[config.mk]
export PLATFORM = sky130hd
export DESIGN_NAME = ldce_bank_writer
export DESIGN_NICKNAME = d
export VERILOG_FILES = /design/src/rtl/ldce_bank_writer.sv
export SDC_FILE = /design/constraint.sdc
export NUM_CORES = 1
export LEC_CHECK = 0
export CORE_MARGIN = 10
export CORE_UTILIZATION = 39
export CTS_BUF_LIST = sky130_fd_sc_hd__clkbuf_16
export DETAILED_ROUTE_END_ITERATION = 8
export GPL_TIMING_DRIVEN = 0
export HOLD_SLACK_MARGIN = 0.02
export PLACE_DENSITY_LB_ADDON = 0.12
export REMOVE_ABC_BUFFERS = 1
export SLEW_MARGIN = 5
export SYNTH_ARGS = -nofsm -noshare
export SYNTH_HDL_FRONTEND = slang
export SYNTH_SLANG_ARGS = --single-unit
[constraint.sdc]
create_clock -name C -period 1.3 [get_ports C]
set_input_delay 0.195 -clock C [delete_from_list [all_inputs] [get_ports C]]
set_output_delay 0.195 -clock C [all_outputs]
set_load 0.05 [all_outputs]
[src/rtl/ldce_bank_writer.sv]
// Write sequencer for a bank of LDCE transparent latches: times D setup, a one-cycle gate pulse and D hold.
// Optional shadow copy of the latch contents, readable on RD_DATA, enabled by defining LDW_SHADOW_EN.
module ldce_bank_writer #(
    parameter int WIDTH     = 8,
    parameter int DEPTH     = 4,
    parameter int SETUP_CYC = 1,
    parameter int HOLD_CYC  = 1,
    localparam int AW       = (DEPTH > 1) ? $clog2(DEPTH) : 1
) (
    input  logic             C,
    input  logic             CLR_N,
    input  logic             WR_VALID,
    output logic             WR_READY,
    input  logic [AW-1:0]    WR_ADDR,
    input  logic [WIDTH-1:0] WR_DATA,
    input  logic             CLR_REQ,
    output logic [WIDTH-1:0] LD_D,
    output logic [DEPTH-1:0] LD_G,
    output logic             LD_GE,
    output logic             LD_CLR,
    output logic             BUSY,
    input  logic [AW-1:0]    RD_ADDR,
    output logic [WIDTH-1:0] RD_DATA
);

    localparam logic [2:0] ST_IDLE  = 3'd0;
    localparam logic [2:0] ST_SETUP = 3'd1;
    localparam logic [2:0] ST_GATE  = 3'd2;
    localparam logic [2:0] ST_HOLD  = 3'd3;
    localparam logic [2:0] ST_CLEAR = 3'd4;

    logic [2:0]       state_r;
    logic [2:0]       state_nxt_s;
    logic [3:0]       cnt_r;
    logic [3:0]       cnt_nxt_s;
    logic [AW-1:0]    addr_r;
    logic [WIDTH-1:0] ld_d_r;
    logic [DEPTH-1:0] ld_g_r;
    logic             ld_ge_r;
    logic             ld_clr_r;
    logic             busy_r;
    logic             accept_s;
    logic             addr_ok_s;

    // Out-of-range addresses decode to no gate at all.
    function automatic logic [DEPTH-1:0] gate_decode(input logic [AW-1:0] a);
        logic [DEPTH-1:0] g;
        g = '0;
        for (int i = 0; i < DEPTH; i++) begin
            if (32'(a) == i) begin
                g[i] = 1'b1;
            end else begin
                g[i] = 1'b0;
            end
        end
        return g;
    endfunction

    assign WR_READY  = (state_r == ST_IDLE) && !CLR_REQ;
    assign accept_s  = WR_VALID && WR_READY;
    assign addr_ok_s = (32'(addr_r) < DEPTH);

    // Next-state and setup/hold counter logic.
    always_comb begin
        state_nxt_s = state_r;
        cnt_nxt_s   = cnt_r;
        case (state_r)
            ST_IDLE: begin
                if (CLR_REQ) begin
                    state_nxt_s = ST_CLEAR;
                end else if (WR_VALID) begin
                    state_nxt_s = ST_SETUP;
                    cnt_nxt_s   = 4'(SETUP_CYC - 1);
                end else begin
                    state_nxt_s = ST_IDLE;
                end
            end
            ST_SETUP: begin
                if (cnt_r == 4'd0) begin
                    state_nxt_s = ST_GATE;
                end else begin
                    cnt_nxt_s = cnt_r - 4'd1;
                end
            end
            ST_GATE: begin
                state_nxt_s = ST_HOLD;
                cnt_nxt_s   = 4'(HOLD_CYC - 1);
            end
            ST_HOLD: begin
                if (cnt_r == 4'd0) begin
                    state_nxt_s = ST_IDLE;
                end else begin
                    cnt_nxt_s = cnt_r - 4'd1;
                end
            end
            ST_CLEAR: begin
                state_nxt_s = ST_IDLE;
            end
            default: begin
                state_nxt_s = ST_IDLE;
                cnt_nxt_s   = 4'd0;
            end
        endcase
    end

    // State, captured request and registered latch-pin drivers (decoded from the next state).
    always_ff @(posedge C or negedge CLR_N) begin
        if (!CLR_N) begin
            state_r  <= ST_IDLE;
            cnt_r    <= 4'd0;
            addr_r   <= '0;
            ld_d_r   <= '0;
            ld_g_r   <= '0;
            ld_ge_r  <= 1'b0;
            ld_clr_r <= 1'b0;
            busy_r   <= 1'b0;
        end else begin
            state_r  <= state_nxt_s;
            cnt_r    <= cnt_nxt_s;
            if (accept_s) begin
                addr_r <= WR_ADDR;
                ld_d_r <= WR_DATA;
            end else begin
                addr_r <= addr_r;
                ld_d_r <= ld_d_r;
            end
            ld_g_r   <= (state_nxt_s == ST_GATE) ? gate_decode(addr_r) : '0;
            ld_ge_r  <= (state_nxt_s == ST_GATE);
            ld_clr_r <= (state_nxt_s == ST_CLEAR);
            busy_r   <= (state_nxt_s != ST_IDLE);
        end
    end

    assign LD_D   = ld_d_r;
    assign LD_G   = ld_g_r;
    assign LD_GE  = ld_ge_r;
    assign LD_CLR = ld_clr_r;
    assign BUSY   = busy_r;

`ifdef LDW_SHADOW_EN
    logic [WIDTH-1:0] shadow_r [DEPTH];
    logic [WIDTH-1:0] rd_data_s;

    // Shadow copy follows the latches: written as the gate closes, wiped by CLEAR.
    always_ff @(posedge C or negedge CLR_N) begin
        if (!CLR_N) begin
            for (int i = 0; i < DEPTH; i++) begin
                shadow_r[i] <= '0;
            end
        end else if (state_r == ST_CLEAR) begin
            for (int i = 0; i < DEPTH; i++) begin
                shadow_r[i] <= '0;
            end
        end else if ((state_r == ST_GATE) && addr_ok_s) begin
            shadow_r[addr_r] <= ld_d_r;
        end else begin
            for (int i = 0; i < DEPTH; i++) begin
                shadow_r[i] <= shadow_r[i];
            end
        end
    end

    // Combinational shadow read with out-of-range guard.
    always_comb begin
        rd_data_s = '0;
        if (32'(RD_ADDR) < DEPTH) begin
            rd_data_s = shadow_r[RD_ADDR];
        end else begin
            rd_data_s = '0;
        end
    end

    assign RD_DATA = rd_data_s;
`else
    logic unused_rd_s;
    logic unused_addr_ok_s;

    assign unused_rd_s      = ^RD_ADDR;
    assign unused_addr_ok_s = addr_ok_s;
    assign RD_DATA          = '0;
`endif

endmodule
# Word level (Yosys, flattened, before mapping)
# Cells that the tools add are included.
[totals] register_bits=24 inputBits=16 elab_cells=45
[op_classes] addsub=1 eq_ne=12 mux=14 bitwise_logic=1 n_reduce_logical=9
[op_table] operator="two-way mux 4 bit" n=4
[op_table] operator="one-hot mux 3 bit (4 select lines)" n=1
[op_table] operator="one-hot mux 4 bit (3 select lines)" n=1
[op_table] operator="equality test 3 x 2 -> 1 bit (second input constant)" n=3
[op_table] operator="two-way mux 3 bit" n=3
[op_table] operator="equality test 3 bit (second input constant)" n=2
[op_table] operator="!= test 2 bit (second input constant)" n=3
[op_table] operator="two-way mux 1 bit" n=5
[op_table] operator="equality test 2 bit (second input constant)" n=2
[op_table] operator="zero test 4 bit" n=1
[op_table] operator="AND reduction 4 bit" n=1
[op_table] operator="subtractor 4 x 1 -> 4 bit (second input constant)" n=1
[op_table] operator="equality test 3 x 1 -> 1 bit (second input constant)" n=1
[op_table] operator="zero test 3 bit" n=1
[op_table] operator="nonzero test 3 bit" n=1
[op_table] operator="equality test 2 x 1 -> 1 bit (second input constant)" n=1
[op_table] operator="logical AND 1 bit" n=2
[op_table] operator="zero test 2 bit" n=1
[op_table] operator="OR reduction 2 bit" n=1
[op_table] operator="zero test 1 bit" n=1
[op_table] operator="inverter 1 bit" n=1

# Depth between registers and ports, before layout
[logic_depth] depth_word=5 ltp_mapped=6 ltp_nobuf=6

# Least setup slack after synthesis
# OpenSTA, ideal clock, no wires.
[synth_timing] kind="reg2reg" from="reg state_r[2]" to="reg ld_d_r[1] (netlist: LD_D[1])" setup_time_ps=125 t_arrival_ps=1781 required_ps=1175 path_slack_ps=-606 stages_incl_launch_ff=6 cell_sequence="dfrtp_1 -> buf_6 -> nor4_4 -> nand2_2 -> buf_6 -> mux2_4"
[synth_via] elab_chain_cells=3
[synth_lines] element="start, declared" line_no="32" rtl="logic [2:0] state_r;"
[synth_lines] element="start signal, assigned" line_no="118" rtl="state_r <= state_nxt_s;"
[synth_lines] element="zero test 3 bit" line_no="59" rtl="assign WR_READY = (state_r == ST_IDLE) && !CLR_REQ;"
[synth_lines] element="logical AND 1 bit" line_no="59"
[synth_lines] element="named net WR_READY" line_no="13" rtl="output logic WR_READY,"
[synth_lines] element="logical AND 1 bit" line_no="60" rtl="assign accept_s = WR_VALID && WR_READY;"
[synth_lines] element="end signal, assigned" line_no="125" rtl="ld_d_r <= ld_d_r;"
[synth_lines] element="end, declared" line_no="37" rtl="logic [WIDTH-1:0] ld_d_r;"
# The timed path passes the listed nets, and every way through them passes these cells.
# A chain may end at the register's enable or synchronous reset.

# Worst setup path after layout
[layout_timing] from="reg state_r[2]" to="out WR_READY"
[layout_via] elab_chain_cells=2
[layout_lines] element="zero test 3 bit" line_no="59"
[layout_lines] element="logical AND 1 bit" line_no="59"
[layout_lines] element="end, declared" line_no="13"
# No other way between the ends.

==> results.json <==
{
  "p_total_mw": 4.17,
  "fin_crit_sh_pct": 112,
  "gp_congestion": 0.711,
  "syn_area_per_cell_um2": 13.5,
  "dr_wl_met2_mm": 1.27,
  "vias_per_cell": 4.94,
  "routed_wl_mm": 2.48,
  "hold_viol": 0,
  "ys_warn_count": 0,
  "num-nets-final": 142,
  "drtIter0Drc": 26,
  "cts_buffer_depth": 2,
  "dieHeight_um": 73.3,
  "grt_max_degree": 25,
  "drv_cap": 0,
  "clk_latency_ns": 0.25,
  "status": "complete, but fails checks",
  "critPathMaxStageDelay_ns": 0.43,
  "multi_input_area_um2": 527,
  "rsz0062_at_grt": "yes",
  "core_um2": 2730,
  "io_pins": 40,
  "std_cell_rows": 19,
  "numCtsBuffers": 3,
  "fin_ws_ns": -0.155,
  "post_dp_cell_area_um2": 1380,
  "setup_viol": 14,
  "p_leak_nw": 0.831,
  "critPathBufInv": 2,
  "grtUsageTotal_pct": 9.59,
  "synth_seq_cells": 24,
  "antenna_cells": 0,
  "cp.required_ns": 1.11,
  "crit_path_start_kind": "register",
  "overflow": 0,
  "port_buffers": 29,
  "die_w_um": 73.3,
  "dr_total_vias": 765,
  "fp.dieArea_um2": 5370,
  "drc": 0,
  "nFillCells": 218,
  "dr.max_layer_used": "met4",
  "finalClockSkew_ns": 0.00356,
  "seqCellArea_um2": 604,
  "cts.reportedPaths.clkPinSlew_ns": 0.06,
  "ys_async_sr_fraction_pct": 100,
  "finalNonFillerCells": 155,
  "grt_pass1_vias": 855,
  "min_period_ns": 1.45,
  "cts.htree.levels": 1,
  "ir_drop_v": 0.00180,
  "grt_pass1_wl_mm": 4.07,
  "dpl_worst_slack_ns": -0.651,
  "ys_types": 29,
  "power_density_nw_per_um2": 2520,
  "cp-end-kind": "output port",
  "ant_nets": 0,
  "m1WireLength_mm": 1.03,
  "violations": "setup timing",
  "area_delta_synth_final_pct": 49.3,
  "start_util_pct": 40.5,
  "dr.pass1.iters": 4,
  "antenna_found_initial": 0,
  "timing.final.max_slew_violations": 0,
  "critical_path_class": "register to output port",
  "tns_ns": -1.58,
  "cts.sinks": 24,
  "clockRootBuffer": "clkbuf_16",
  "synth_edf_count": 0,
  "crit_arrival_ns": 1.26,
  "cp_max_fo": 4,
  "dr_wl_met3_um": 169,
  "relSlewSlack_pct": 30.3,
  "layout-drive-gt1-share_pct": 46.8,
  "critPathTopFamily": "flip-flops",
  "synth_area_um2": 1110,
  "wl_per_cell_um": 16.0,
  "tritoncts": "built",
  "ys_seq_area_share_pct": 54.3,
  "worst_pin_slew_ns": 1.05,
  "place_inst": 139,
  "ys.flop_type": "dfrtp_1",
  "synthCells": 82,
  "critPathSlowestCell": "dfrtp_2",
  "fmax_mhz": 687,
  "rr_worst_depth": 4,
  "hp-class": "input pin to async pin",
  "cp_cell_sequence": "nor4_4, buf_4, buf_8",
  "stdcell_area_um2": 1650,
  "place_hpwl_mm": 1.66,
  "cp.depth": 3
}
power by group:
| part | total, mW | internal [mW] | switching (mW) |
|---|---|---|---|
| clock | 0.861 | 0.611 | 0.250 |
| combinational | 2.08 | 0.825 | 1.25 |
| sequential | 1.23 | 1.02 | 0.206 |
| total | 4.17 | 2.46 | 1.71 |
worst reg2reg max path, stage by stage, from the launching register on:
cell     delay (ns)
dfrtp_2        0.43
nor4_4         0.28
buf_4          0.21
nand2_4        0.10
mux2_4         0.32
flip-flops by register name (all words and copies together) (netlist names):
| signal | flops |
|---|---|
| BUSY | 1 |
| LD_CLR | 1 |
| LD_D | 8 |
| LD_G | 4 |
| LD_GE | 1 |
| addr_r | 2 |
| cnt_r | 4 |
| state_r | 3 |
path summary, 6_finish.rpt:
check | start | endpoint | slack (ns)
max | state_r[2] | WR_READY | -0.15
min | CLR_N | LD_GE | 0.24
max reg2reg | state_r[2] | addr_r[1] | -0.15
min reg2reg | state_r[2] | state_r[2] | 0.50
max in group asynchronous | CLR_N | state_r[0] | 0.35
min in group C | CLR_REQ | state_r[2] | 0.44
metal layers:
metal  vias to the layer above  global-route usage (%)
met5                         -                       0
met4                         0                    2.53
met3                         2                    3.63
met2                        22                    17.1
met1                       384                    10.3
li1                        357                       -
cells in the mapped netlist (2+ instances only):
library cell	n	area [um2]
a22o_1	2	17.5
nor3b_1	3	22.5
dfrtp_1	24	601
buf_6	2	22.5
mux2_4	9	135
inv_1	3	11.3
buf_4	8	60.1
nor2_1	5	18.8
a211o_1	2	17.5
and3b_1	2	17.5
nor3_1	2	10.0
and3_1	2	12.5
nor4b_1	2	17.5
kinds of logic (layout without fill, tap and decap cells):
logic type / count (synthesis) / after routing / synth area share, %
and+or+nand+nor: 23 / 24 / 15.0
adders and majority gates: 1 / 1 / 1.13
AOI/OAI and AO/OA: 8 / 8 / 5.77
muxes: 11 / 11 / 14.1
buffers and inverters: 13 / 47 / 8.48
DFF: 24 / 24 / 54.3
xor gates and xnor gates: 1 / 1 / 0.792
other: 1 / 8 / 0.339
timing repair:
action                                  in CTS  in global routing
hold buffers                                 0                  0
buffers inserted                             8                  3
pin swaps                                    5                  3
cloned                                       1                  0
endpoints found under the setup margin      38                 23
resized for setup                           63                 12
final cells by class:
class                      count  area share, %
sequential                    24           36.6
clock buffer                   3           4.55
tap                           31           2.35
timing repair buffer          40           22.1
inverter                       3          0.682
clock inverter                 1           1.82
multi-input combinational     53           31.9
through the flow:
step                utilization [%]  hold WS [ns]
floorplan                         -        -0.101
finish                         60.4         0.242
global route                   60.4         0.320
CTS                            58.8         0.275
global placement               50.4         0.491
detailed placement             50.4         0.499
cell usage in the layout (no fill, tap or decap), types with 3 or more instances in the layout:
cell and count:
dfrtp_2 3, mux2_4 9, conb_1 8, clkdlybuf4s50_1 11
inv_2 3, nor2_1 5, clkbuf_2 4, dfrtp_1 21
clkbuf_16 3, clkdlybuf4s15_2 8, buf_4 11, clkdlybuf4s15_1 3
Power figures use the tool's default switching activity.
